===== src/rtl/sdram_word_port.sv =====
// sdram_word_port
//   Upstream client adapter for one byte channel of the three-channel 8-bit
//   SDRAM controller. It takes 16-bit word requests with byte enables, splits
//   each one into one or two byte accesses on the controller's edge-triggered
//   oe/we strobes, and returns one completion per request. It also generates
//   the controller's periodic refresh request and aborts any access whose ack
//   does not complete within ACK_TIMEOUT clocks.
//
//   Ports
//     clk, reset_n           controller clock, async active-low reset
//     req_valid/req_ready    word request handshake
//     req_addr[23:0]         word address (byte address bits [24:1])
//     req_we, req_be[1:0]    write flag, byte enables (bit0 = low byte)
//     req_wdata[15:0]        write data
//     rsp_valid              one-cycle completion pulse
//     rsp_rdata[15:0]        read data, disabled lanes and writes return 0
//     rsp_err                qualifies rsp_valid, 1 = ack timeout
//     mem_addr/oe/we/din     to controller addrX/oeX/weX/dinX
//     mem_dout, mem_ack      from controller doutX/ackX
//     refresh                to controller refresh
module sdram_word_port #(
    parameter int unsigned REFRESH_INTERVAL = 1024,
    parameter int unsigned REFRESH_HOLD     = 8,
    parameter int unsigned ACK_TIMEOUT      = 64
) (
    input  logic        clk,
    input  logic        reset_n,
    input  logic        req_valid,
    output logic        req_ready,
    input  logic [23:0] req_addr,
    input  logic        req_we,
    input  logic [1:0]  req_be,
    input  logic [15:0] req_wdata,
    output logic        rsp_valid,
    output logic [15:0] rsp_rdata,
    output logic        rsp_err,
    output logic [24:0] mem_addr,
    output logic        mem_oe,
    output logic        mem_we,
    output logic [7:0]  mem_din,
    input  logic [7:0]  mem_dout,
    input  logic        mem_ack,
    output logic        refresh
);

    localparam int unsigned RC_W = $clog2(REFRESH_INTERVAL);
    localparam int unsigned HC_W = (REFRESH_HOLD > 1) ? $clog2(REFRESH_HOLD) : 1;
    localparam int unsigned TO_W = $clog2(ACK_TIMEOUT);

    localparam logic [RC_W-1:0] RC_RELOAD = RC_W'(REFRESH_INTERVAL - 1);
    localparam logic [HC_W-1:0] HC_RELOAD = HC_W'(REFRESH_HOLD - 1);
    // The strobe is already high in ISSUE and the abort passes through GAP,
    // so loading ACK_TIMEOUT-3 places the error response exactly ACK_TIMEOUT
    // clocks after the strobe rises.
    localparam logic [TO_W-1:0] TO_RELOAD = TO_W'(ACK_TIMEOUT - 3);

    typedef enum logic [2:0] {
        IDLE,
        ISSUE,
        WAIT_ACK,
        WAIT_DONE,
        GAP,
        REFRESH
    } state_t;

    state_t state, state_n;

    logic [23:0]     addr_q;
    logic            we_q;
    logic [1:0]      be_q;
    logic [15:0]     wdata_q;
    logic            lane_q;
    logic            err_q;
    logic [15:0]     acc_q;
    logic [TO_W-1:0] to_cnt;
    logic [RC_W-1:0] ref_cnt;
    logic [HC_W-1:0] hold_cnt;
    logic            ref_pending;

    logic accept;
    logic capture;
    logic abort;
    logic next_lane;
    logic finish;
    logic strobe;

    always_ff @(posedge clk or negedge reset_n) begin
        if (!reset_n) state <= IDLE;
        else          state <= state_n;
    end

    always_comb begin
        state_n   = state;
        accept    = 1'b0;
        capture   = 1'b0;
        abort     = 1'b0;
        next_lane = 1'b0;
        finish    = 1'b0;
        case (state)
            IDLE: begin
                if (ref_pending) begin
                    state_n = REFRESH;
                end else if (req_valid) begin
                    accept  = 1'b1;
                    state_n = (req_be == 2'b00) ? GAP : ISSUE;
                end
            end
            ISSUE: state_n = WAIT_ACK;
            WAIT_ACK: begin
                if (mem_ack) begin
                    state_n = WAIT_DONE;
                end else if (to_cnt == '0) begin
                    abort   = 1'b1;
                    state_n = GAP;
                end
            end
            WAIT_DONE: begin
                // dout is registered in the same cycle ack falls
                if (!mem_ack) begin
                    capture = ~we_q;
                    state_n = GAP;
                end else if (to_cnt == '0) begin
                    abort   = 1'b1;
                    state_n = GAP;
                end
            end
            GAP: begin
                // only be=11 reaches here with lane 0 and the high lane pending
                if (!err_q && be_q[1] && !lane_q) begin
                    next_lane = 1'b1;
                    state_n   = ISSUE;
                end else begin
                    finish  = 1'b1;
                    state_n = IDLE;
                end
            end
            REFRESH: begin
                if (hold_cnt == '0) state_n = IDLE;
            end
            default: state_n = IDLE;
        endcase
    end

    always_ff @(posedge clk or negedge reset_n) begin
        if (!reset_n) begin
            addr_q    <= '0;
            we_q      <= 1'b0;
            be_q      <= '0;
            wdata_q   <= '0;
            lane_q    <= 1'b0;
            err_q     <= 1'b0;
            acc_q     <= '0;
            to_cnt    <= '0;
            hold_cnt  <= '0;
            rsp_valid <= 1'b0;
            rsp_rdata <= '0;
            rsp_err   <= 1'b0;
        end else begin
            if (accept) begin
                addr_q  <= req_addr;
                we_q    <= req_we;
                be_q    <= req_be;
                wdata_q <= req_wdata;
                lane_q  <= ~req_be[0] & req_be[1];
                err_q   <= 1'b0;
                acc_q   <= '0;
            end
            if (next_lane) lane_q <= 1'b1;
            if (abort)     err_q  <= 1'b1;

            if (capture) begin
                if (lane_q) acc_q[15:8] <= mem_dout;
                else        acc_q[7:0]  <= mem_dout;
            end

            if (state == ISSUE) begin
                to_cnt <= TO_RELOAD;
            end else if ((state == WAIT_ACK || state == WAIT_DONE) && to_cnt != '0) begin
                to_cnt <= to_cnt - 1'b1;
            end

            if (state == IDLE && ref_pending) begin
                hold_cnt <= HC_RELOAD;
            end else if (state == REFRESH && hold_cnt != '0) begin
                hold_cnt <= hold_cnt - 1'b1;
            end

            rsp_valid <= finish;
            rsp_err   <= finish & err_q;
            rsp_rdata <= finish ? acc_q : '0;
        end
    end

    // Free-running refresh timer; an expiry coinciding with the end of a
    // refresh leaves the request pending rather than losing it.
    always_ff @(posedge clk or negedge reset_n) begin
        if (!reset_n) begin
            ref_cnt     <= RC_RELOAD;
            ref_pending <= 1'b0;
        end else begin
            if (ref_cnt == '0) begin
                ref_cnt     <= RC_RELOAD;
                ref_pending <= 1'b1;
            end else begin
                ref_cnt <= ref_cnt - 1'b1;
                if (state == REFRESH && hold_cnt == '0) ref_pending <= 1'b0;
            end
        end
    end

    // Strobes are decoded from the state register so reset clears them at once.
    assign strobe    = (state == ISSUE) || (state == WAIT_ACK) || (state == WAIT_DONE);
    assign mem_oe    = strobe & ~we_q;
    assign mem_we    = strobe & we_q;
    assign mem_addr  = {addr_q, lane_q};
    assign mem_din   = lane_q ? wdata_q[15:8] : wdata_q[7:0];
    assign refresh   = (state == REFRESH);
    assign req_ready = (state == IDLE) && !ref_pending;

endmodule


===== config.mk =====
export PLATFORM = sky130hd
export DESIGN_NAME = sdram_word_port
export DESIGN_NICKNAME = d
export VERILOG_FILES = /design/src/rtl/sdram_word_port.sv
export SDC_FILE = /design/constraint.sdc
export NUM_CORES = 1
export LEC_CHECK = 0
export BUFFER_PORTS_ARGS = -buffer_cell sky130_fd_sc_hd__buf_2
export CORE_MARGIN = 2
export CORE_UTILIZATION = 24
export CTS_CLUSTER_DIAMETER = 200
export DETAILED_ROUTE_END_ITERATION = 8
export PLACE_DENSITY = 0.38
export SETUP_SLACK_MARGIN = 0.3
export SLEW_MARGIN = 20
export SYNTH_ARGS = -nofsm -noshare
export SYNTH_HDL_FRONTEND = slang
export SYNTH_SLANG_ARGS = --single-unit

===== constraint.sdc =====
create_clock -name clk -period 3.82 [get_ports clk]
set_clock_uncertainty 0.05 [all_clocks]
set_input_delay 0.382 -clock clk [delete_from_list [all_inputs] [get_ports clk]]
set_output_delay 0.382 -clock clk [all_outputs]
set_load 0.005 [all_outputs]

==> flow_summary.yaml, run 1 <==
global_routing:
  grt_max_degree: 53
  grt_pass1_vias: 3401
  grt_use_total: 0.1203
  antenna_found_initial: 0
  grt_overflow: 0
  grt_pass1_wl_um: 18330
route:
  dr.pass1.iters: 4
  via_count: 3228
  drt_iter0_markers: 137
  viasPerCell: 4.275
  drc: 0
  drt-total-wl_um: 10910
  wl_per_cell_um: 14.46
  drt.antenna.violating_nets: 0
layout:
  area_growth_pct: 24.83
  fillers: 1878
  final_util: 0.3029
  nets: 581
  final_layout_size_suffix_gt1_frac: 0.3080
  antenna_cells: 0
clock_tree:
  cts_setup_buffers: 0
  cts_resized: 0
  h-tree-depth: 3
  numCtsBuffers: 9
  cts_tree: "yes"
  cts_root_buf: "clkbuf_16"
  cts_sinks: 101
  path_clk_slew_ns: 0.07
  clk_latency_ns: 0.35
  ctsHoldBuffers: 0
  clock_path_buffers: 2
critical_path:
  required_ns: 3.39
  end_kind: "output pin"
  worstReg2RegStart: "lane_q"
  regToRegSetupSlack_ns: 1.66
  start_kind: "flop"
  r2r_end: "acc_q[11]"
  critPathCapture: "mem_we"
  ff2ff_path_depth: 4
  worst-endpoint-arrival_ns: 1.77
  crit_start: "state[0]"
  cp_max_fo: 11
  critical_path_class: "flop to output pin"
die:
  chipWidth_um: 138.3
  io_pins: 110
  die-area_sq_mm: 0.01913
  dieHeight_um: 138.3
  start_util: 0.2427
  coreArea_sq_mm: 0.01784
  placementRows: 49
synthesis:
  synth_common_cells: "nand2_1 (142), dfrtp_1 (91), and2_1 (18)"
  syn-num-nets: 474
  synthMuxAreaShare: 0.02341
  ys_top_cells_by_area: "dfrtp_1 (53%), nand2_1 (12%), dfstp_2 (6.1%), a22o_1 (3.2%), and2_1 (2.6%)"
  synth_ff_type: "dfrtp_1"
  synthArstFlopShare: 1.000
  synth_seq_cells: 101
  ys_seq_area_frac: 0.5867
  syn_avg_cell_area_sq_um: 10.46
  synthDistinctLibCells: 44
  synth_compound_area_frac: 0.08295
  netlist.area_leader.share: 0.5260
  synth-xor-area-share: 0.01821
  yosysWarnings: 0
  synthCells: 414
  synth_edf_count: 0
  synth_top_family_by_area: "simple AND/OR/NAND/NOR gates"
  yosys.area_share.simple: 0.2376
  synth_fa_ha_area_frac: 0.01445
  syn_area_sq_mm: 0.004329
  synth_area_leader_cell: "dfrtp_1"
  yosysMostFrequentCell: "nand2_1"
power:
  intPower_mw: 2.456
  swShare: 0.3254
  power_frac_comb: 0.274
  ir_drop_mv: 0.2318
  p_clk_frac: 0.263
  pwr_density_cell_mw_per_mm2: 673.8
  p_switching_mw: 1.185
  seq_power_share: 0.462
  p_leak_nw: 2.834
timing:
  setup_violations: 0
  slew_viol_final: 0
  rsz0062_at_grt: "false"
  period_share: 0.5762
  period_needed_ns: 2.201
  slew-limit-headroom: 0.2897
  finalWorstSetupSlack_ns: 1.619
  finalHoldViolations: 0
  fmax_mhz: 454.3
  tns_ns: 0
  tightest_slew_ns: 1.056
  fin_worst_hold_slack_ns: 0.04317
placed_design:
  dpl_worst_slack_ns: 1.621
  post-dp-hpwl_um: 7544
  io_buffers: 109
  place_congestion: 0.7275
run_status:
  run_status: "finished, final reports clean"
flow_run:
  maxCapViolCount: 0
worst_hold_path:
  hp-class: "input port to async pin"
per-layer routing:
layer / wire length, um / up-vias / GRT usage
met1: 5018 / 1548 / 0.1503
met5: 0 / - / 0
met4: 138 / 0 / 0.03222
met2: 5229 / 79 / 0.1988
met3: 528 / 10 / 0.04191
li1: - / 1591 / -
area by class of cell:
| type | instances | area, sq um | area share |
|---|---|---|---|
| clock buffers | 12 | 266.5 | 0.04932 |
| clock inverters | 4 | 45.04 | 0.008335 |
| inverters | 15 | 56.30 | 0.01042 |
| multi-input cells | 281 | 1632 | 0.3019 |
| flip-flops and latches | 101 | 2540 | 0.4700 |
| well taps | 229 | 286.5 | 0.05302 |
| repair buffers | 113 | 578.1 | 0.1070 |
through the flow:
stage	std cells	area (sq um)	power (mW)
after detailed placement	739	5092	2.727
after CTS	755	5404	3.721
after floorplan	414	4329	2.306
after global placement	739	5092	2.716
after global routing	755	5404	3.927
final	755	5404	3.641
critical path, stage by stage (launching register included):
cell	delay [ns]
dfrtp_1	0.55
nor2_1	0.38
nor2_1	0.17
and2_1	0.21
buf_2	0.12
layout by cell type, fill, tap and decap left out, drive strengths merged, types with 2 or more instances in the layout:
| cell type | n |
|---|---|
| nand3 | 7 |
| a41o | 2 |
| clkinv | 3 |
| a22o | 16 |
| nor3 | 3 |
| ha | 5 |
| nand2b | 5 |
| a311oi | 2 |
| xor2 | 4 |
| o211ai | 3 |
| a21oi | 5 |
| nand3b | 4 |
| buf | 113 |
| xnor2 | 5 |
| clkbuf | 12 |
| or4 | 5 |
| o221ai | 2 |
| a211oi | 2 |
| mux2 | 9 |
| a31oi | 2 |
| o21ai | 8 |
| nor2 | 15 |
| dfrtp | 91 |
| inv | 15 |
| nand2 | 142 |
| and2 | 18 |
| nor4 | 9 |
| dfstp | 10 |
power groups by stage:
| stage | Combinational (mW) | Clock [mW] | Sequential, mW |
|---|---|---|---|
| after floorplan | 0.703 | 0 | 1.60 |
| after CTS | 1.03 | 1.01 | 1.69 |
| after global routing | 1.14 | 1.04 | 1.74 |
| after global placement | 1.02 | 0 | 1.69 |
| final | 0.998 | 0.959 | 1.68 |
| after detailed placement | 1.03 | 0 | 1.70 |
sequential cells by signal, summed over array words and instances (netlist names), 3 cells and up:
name       flops
ref_cnt       10
to_cnt         6
addr_q        24
acc_q         16
hold_cnt       3
rsp_rdata     16
state          3
wdata_q       16
worst min-delay path by stage:
stage,depth (start not counted),slack (ns),end,start
detailed placement,2,0.41,addr_q[20],addr_q[20]
floorplan,0,0.04,acc_q[0],reset_n
global route,1,0.09,ref_pending,reset_n
global placement,2,0.40,wdata_q[11],wdata_q[11]
finish,1,0.04,ref_pending,reset_n
CTS,1,0.07,ref_pending,reset_n
cells by family after synthesis:
| logic type | count (synthesis) |
|---|---|
| buffers and inverters | 32 |
| flip-flops | 101 |
| AO/OA/AOI/OAI | 47 |
| adder cells (fa/ha/maj) | 5 |
| XOR/XNOR | 9 |
| AND/OR/NAND/NOR | 211 |
| multiplexers | 9 |
(Power assumes the default switching activity.)
==> run 2, diff against run 1 <==
--- a/config.mk
+++ b/config.mk
@@ -10,7 +10,7 @@
 export CORE_UTILIZATION = 24
 export CTS_CLUSTER_DIAMETER = 200
 export DETAILED_ROUTE_END_ITERATION = 8
-export PLACE_DENSITY = 0.38
+export PLACE_DENSITY = 0.4
 export SETUP_SLACK_MARGIN = 0.3
 export SLEW_MARGIN = 20
 export SYNTH_ARGS = -nofsm -noshare
==> constraint.sdc (replaced) <==
create_clock -name clk -period 1.83 [get_ports clk]
set_clock_uncertainty 0.05 [all_clocks]
set_input_delay 0.183 -clock clk [delete_from_list [all_inputs] [get_ports clk]]
set_output_delay 0.183 -clock clk [all_outputs]
set_load 0.005 [all_outputs]
==> run 2 against run 1 <==
Design area up 28%; core utilization rose by 8.5 points; hold slack lost 0.024 ns; sequential power grew 100%; final cell count is 13% higher; global-route usage grew 1.5 points; sequential share of layout area down 10 points; power up 150%; die area is the same; largest cell class unchanged; largest power group is now combinational logic.
==> flow_summary.yaml, run 2 (same netlist as run 1, synthesis figures left out) <==
global_routing:
  grt_pass1_wl_um: 20560
  grt_overflow: 0
  met3_usage: 0.03325
  grt_use_met2: 0.2288
  grt_use_total: 0.1356
  grtUsageMet1: 0.1702
  grt_max_degree: 53
  top_usage_layer: "met2"
  grt_pass1_vias: 3890
  antenna_found_initial: 0
power:
  p_switching_mw: 2.940
  p_leak_nw: 3.537
  swShare: 0.3279
  p_clk_frac: 0.219
  pwr_density_cell_mw_per_mm2: 1298
  seq_power_share: 0.380
  total_power_mw: 8.968
  ir_drop_mv: 0.5271
  power_frac_comb: 0.402
  intPower_mw: 6.028
clock_tree:
  clock_path_buffers: 2
  clk_latency_ns: 0.35
  numCtsBuffers: 9
  cts_tree: "yes"
  cts_sinks: 101
  path_clk_slew_ns: 0.07
  cts_root_buf: "clkbuf_16"
  h-tree-depth: 3
critical_path:
  slowest_delay_ns: 0.40
  start_kind: "flop"
  worst-endpoint-arrival_ns: 1.94
  crit_family: "simple AND/OR/NAND/NOR gates"
  cp.buffers_inverters: 3
  required_ns: 2.08
  cp_common_cell: "nand2_1"
  crit_chain: "buf_6 > nor4_4 > and2_4 > buf_12 > clkbuf_16 > nand2_1 > nand2_1"
  cp_max_fo: 6
  crit_path_top_delay_cell: "dfrtp_1"
  ff2ff_path_depth: 7
  end_kind: "flop"
  path_depth: 7
  critical_path_class: "flop to flop"
route:
  wl_per_cell_um: 15.42
  viasPerCell: 4.295
  drt-total-wl_um: 13150
  drt_iter0_markers: 108
  dr.pass1.iters: 6
  via_count: 3664
  drc: 0
  drt.antenna.violating_nets: 0
layout:
  multiInputGateArea_sq_mm: 0.001959
  fillers: 1768
  antenna_cells: 0
  mostFrequentLayoutCells: "nand2_1 (114), buf_2 (100), dfrtp_1 (90)"
  seq_area_sq_mm: 0.002541
  regMostFlops: "addr_q"
  nets: 679
  area_growth_pct: 59.65
  final_layout_size_suffix_gt1_frac: 0.4343
  layout_commonest_cell: "nand2_1"
  largest_register_ffs: 24
die:
  die-area_sq_mm: 0.01913
  coreArea_sq_mm: 0.01784
  io_pins: 110
  placementRows: 49
  start_util: 0.2427
  dieHeight_um: 138.3
  chipWidth_um: 138.3
placed_design:
  place_congestion: 0.7384
  io_buffers: 109
  post-dp-hpwl_um: 7335
worst_hold_path:
  hp-class: "input port to flop"
  hold_path_depth: 2
timing:
  period_needed_ns: 1.690
  finalHoldViolations: 0
  fmax_mhz: 591.5
  period_share: 0.9238
  setup_violations: 0
  slew_viol_final: 0
  tightest_slew_ns: 0.4142
  rsz0062_at_grt: "true"
  tns_ns: 0
  slew-limit-headroom: 0.7239
run_status:
  run_status: "finished, final reports clean"
flow_run:
  maxCapViolCount: 0
-- run 2: cell types whose count changed in the layout (fill, tap and decap cells not counted), sizes merged --
cell / before / now
clkinvlp: 0 / 1
buf: 113 / 161
nand2: 142 / 143
nand3b: 4 / 5
clkbuf: 12 / 17
dlygate4sd3: 0 / 42
-- run 2: worst paths after layout --
path	startpoint	end	slack, ns
setup reg to reg	state[0]	addr_q[7]	0.14
hold / removal	mem_dout[1]	acc_q[1]	0.02
max in group asynchronous	reset_n	ref_cnt[8]	0.81
setup / recovery	state[0]	addr_q[7]	0.14
min in group asynchronous	reset_n	acc_q[3]	0.26
hold reg to reg	addr_q[6]	addr_q[6]	0.42
-- run 2: metrics by stage --
step | cell area (sq um) | instances | util | worst slack (ns) | hold WS [ns]
global route | 6912 | 853 | 0.3874 | 0.06994 | 0.01731
finish | 6912 | 853 | 0.3874 | 0.1395 | 0.01955
detailed placement | 5248 | 751 | 0.2941 | 0.1828 | 0.1060
floorplan | 4363 | 414 | - | 0.2531 | -0.1626
CTS | 6495 | 836 | 0.3641 | 0.1353 | 0.002623
global placement | 5248 | 751 | 0.2941 | 0.2183 | 0.09970
-- run 2: per-layer routing --
layer  wire, um  up-vias
met2       6488       90
met5          0        -
met4        234        0
met1       5886     1751
met3        539       16
li1           -     1807
-- run 2: worst register-to-register path, stage by stage, from the launching register on --
cell	delay, ns
dfrtp_1	0.40
buf_6	0.13
nor4_4	0.34
and2_4	0.33
buf_12	0.15
clkbuf_16	0.14
nand2_1	0.05
nand2_1	0.05
-- run 2: power groups by stage --
stage	logic [mW]	registers, mW	clock network, mW
CTS	3.27	3.38	2.05
global route	3.98	3.51	2.13
global placement	2.43	3.41	0
detailed placement	2.47	3.42	0
floorplan	1.50	3.35	0
finish	3.60	3.40	1.96
-- run 2: final cells by class --
class,count,share of cell area
Inverter,15,0.008689
Clock buffer,11,0.03512
Multi-Input combinational cell,283,0.2835
Tap cell,229,0.04146
Clock inverter,5,0.008327
Sequential cell,101,0.3677
Timing Repair Buffer,209,0.2552
-- run 2: repair_timing --
item	CTS	global route
cloned	5	7
gates resized for setup	55	47
buffers inserted	22	10
hold buffers	42	0
pin swaps	13	27
endpoints found under the hold margin	69	0
setup endpoints to repair	104	93
==> run 3, diff against run 2 <==
--- a/config.mk
+++ b/config.mk
@@ -10,7 +10,7 @@
 export CORE_UTILIZATION = 24
 export CTS_CLUSTER_DIAMETER = 200
 export DETAILED_ROUTE_END_ITERATION = 8
-export PLACE_DENSITY = 0.4
+export PLACE_DENSITY_LB_ADDON = 0.15
 export SETUP_SLACK_MARGIN = 0.3
 export SLEW_MARGIN = 20
 export SYNTH_ARGS = -nofsm -noshare
==> run 3 against run 2 <==
Global-route usage is 0.20 points lower; via count is 1.4% higher; hold slack better by 0.0063 ns; sequential share of layout area is essentially flat; sequential cell count unchanged; combinational power is 4% lower; sequential power about the same; fmax down 1.5%; routed wire length down 3.0%; critical path depth decreased by 1; largest power group unchanged.
==> flow_summary.yaml, run 3 (same netlist as run 1, synthesis figures left out) <==
timing:
  setup_violations: 0
  finalHoldViolations: 0
  rsz0062_at_grt: "true"
  finalWorstSetupSlack_ns: 0.1133
  tns_ns: 0
  slew-limit-headroom: 0.7561
  period_needed_ns: 1.717
  slew_viol_final: 0
  tightest_slew_ns: 0.3625
  fmax_mhz: 582.5
  period_share: 0.9381
die:
  dieHeight_um: 138.3
  chipWidth_um: 138.3
  start_util: 0.2427
  io_pins: 110
  coreArea_sq_mm: 0.01784
  die-area_sq_mm: 0.01913
  placementRows: 49
global_routing:
  grt_pass1_vias: 3963
  grt_overflow: 0
  grt_pass1_wl_um: 20300
  grt_use_total: 0.1336
  grt_max_degree: 55
  antenna_found_initial: 0
clock_tree:
  clock_path_buffers: 2
  cts_root_buf: "clkbuf_16"
  h-tree-depth: 3
  numCtsBuffers: 9
  cts_sinks: 101
  cts_tree: "yes"
  path_clk_slew_ns: 0.07
  clk_latency_ns: 0.35
flow_run:
  maxCapViolCount: 0
critical_path:
  cp_max_fo: 4
  required_ns: 1.60
  end_kind: "output pin"
  critical_path_class: "flop to output pin"
  worst-endpoint-arrival_ns: 1.48
  start_kind: "flop"
power:
  ir_drop_mv: 0.6150
  p_leak_nw: 3.573
  pwr_density_cell_mw_per_mm2: 1266
layout:
  seq_area_sq_mm: 0.002544
  multiInputGateArea_sq_mm: 0.001981
  final_layout_size_suffix_gt1_frac: 0.4444
  regMostFlops: "addr_q"
  fin_area_sq_mm: 0.006917
  antenna_cells: 0
  largest_register_ffs: 24
  fillers: 1778
  fin_cells: 850
  mostFrequentLayoutCells: "nand2_1 (107), buf_2 (99), dfrtp_1 (88)"
  nets: 676
  area_growth_pct: 59.77
  layout_commonest_cell: "nand2_1"
route:
  drt.antenna.violating_nets: 0
  drt_iter0_markers: 120
  drc: 0
  dr.pass1.iters: 4
  wl_per_cell_um: 15.01
  via_count: 3716
  drt-total-wl_um: 12760
  viasPerCell: 4.372
placed_design:
  dp.cells: 752
  detailed_place.area_sq_mm: 0.005268
  place_congestion: 0.7538
  io_buffers: 109
  dpl_worst_slack_ns: 0.1764
  post-dp-hpwl_um: 7293
run_status:
  run_status: "finished, final reports clean"
worst_hold_path:
  hp-class: "input port to flop"
==> run 3: final timing paths <==
kind | start | end | slack [ns] | cells past startpoint
max in group asynchronous | reset_n | ref_cnt[4] | 1.12 | 3
worst min register to register | addr_q[0] | addr_q[0] | 0.42 | 2
worst max-delay path | state[0] | mem_we | 0.11 | 6
worst max register to register | state[0] | acc_q[9] | 0.12 | 7
worst min-delay path | mem_dout[6] | acc_q[6] | 0.03 | 2
min in group asynchronous | reset_n | hold_cnt[2] | 0.33 | 3
==> run 3: critical path: stages, from the launching register on <==
cell and delay [ns]:
dfrtp_2 0.42, buf_4 0.16, nor2_4 0.11, buf_6 0.11, nor2_2 0.05, and2_1 0.15, buf_2 0.13
==> run 3: per-stage QoR <==
step / hold slack [ns] / utilization / total power [mW]
floorplan: -0.1626 / - / 4.857
global placement: 0.1622 / 0.2953 / 5.856
detailed placement: 0.1660 / 0.2953 / 5.889
CTS: 0.01424 / 0.3673 / 8.627
global route: 0.02194 / 0.3877 / 9.378
finish: 0.02586 / 0.3877 / 8.756
==> run 3: where the power goes <==
group	internal [mW]	switching, mW
logic	1.87	1.60
clock network	0.985	0.922
registers	2.95	0.431
total	5.81	2.95
==> run 3: cell type report <==
cell class,count,share of cell area
clock inverters,6,0.007779
inverters,15,0.008683
well taps,229,0.04143
clock buffers,10,0.03455
repair buffers,207,0.2534
multi-input cells,282,0.2864
flip-flops and latches,101,0.3678
==> run 3: timing repair <==
item | 4_1_cts | 5_1_grt
resized for setup | 56 | 62
endpoints found under the setup margin | 93 | 97
hold buffers | 42 | 0
pin swaps | 11 | 38
setup buffers | 26 | 4
gates cloned | 6 | 4
endpoints found under the hold margin | 132 | 0
==> run 3: layer usage <==
metal	wire, um	share of wire	up-vias	global-route usage
met2	6468	0.51	100	0.2316
li1	-	-	1795	-
met1	5380	0.42	1804	0.1599
met4	265	0.021	0	0.04296
met5	0	0	-	0
met3	647	0.051	17	0.03879
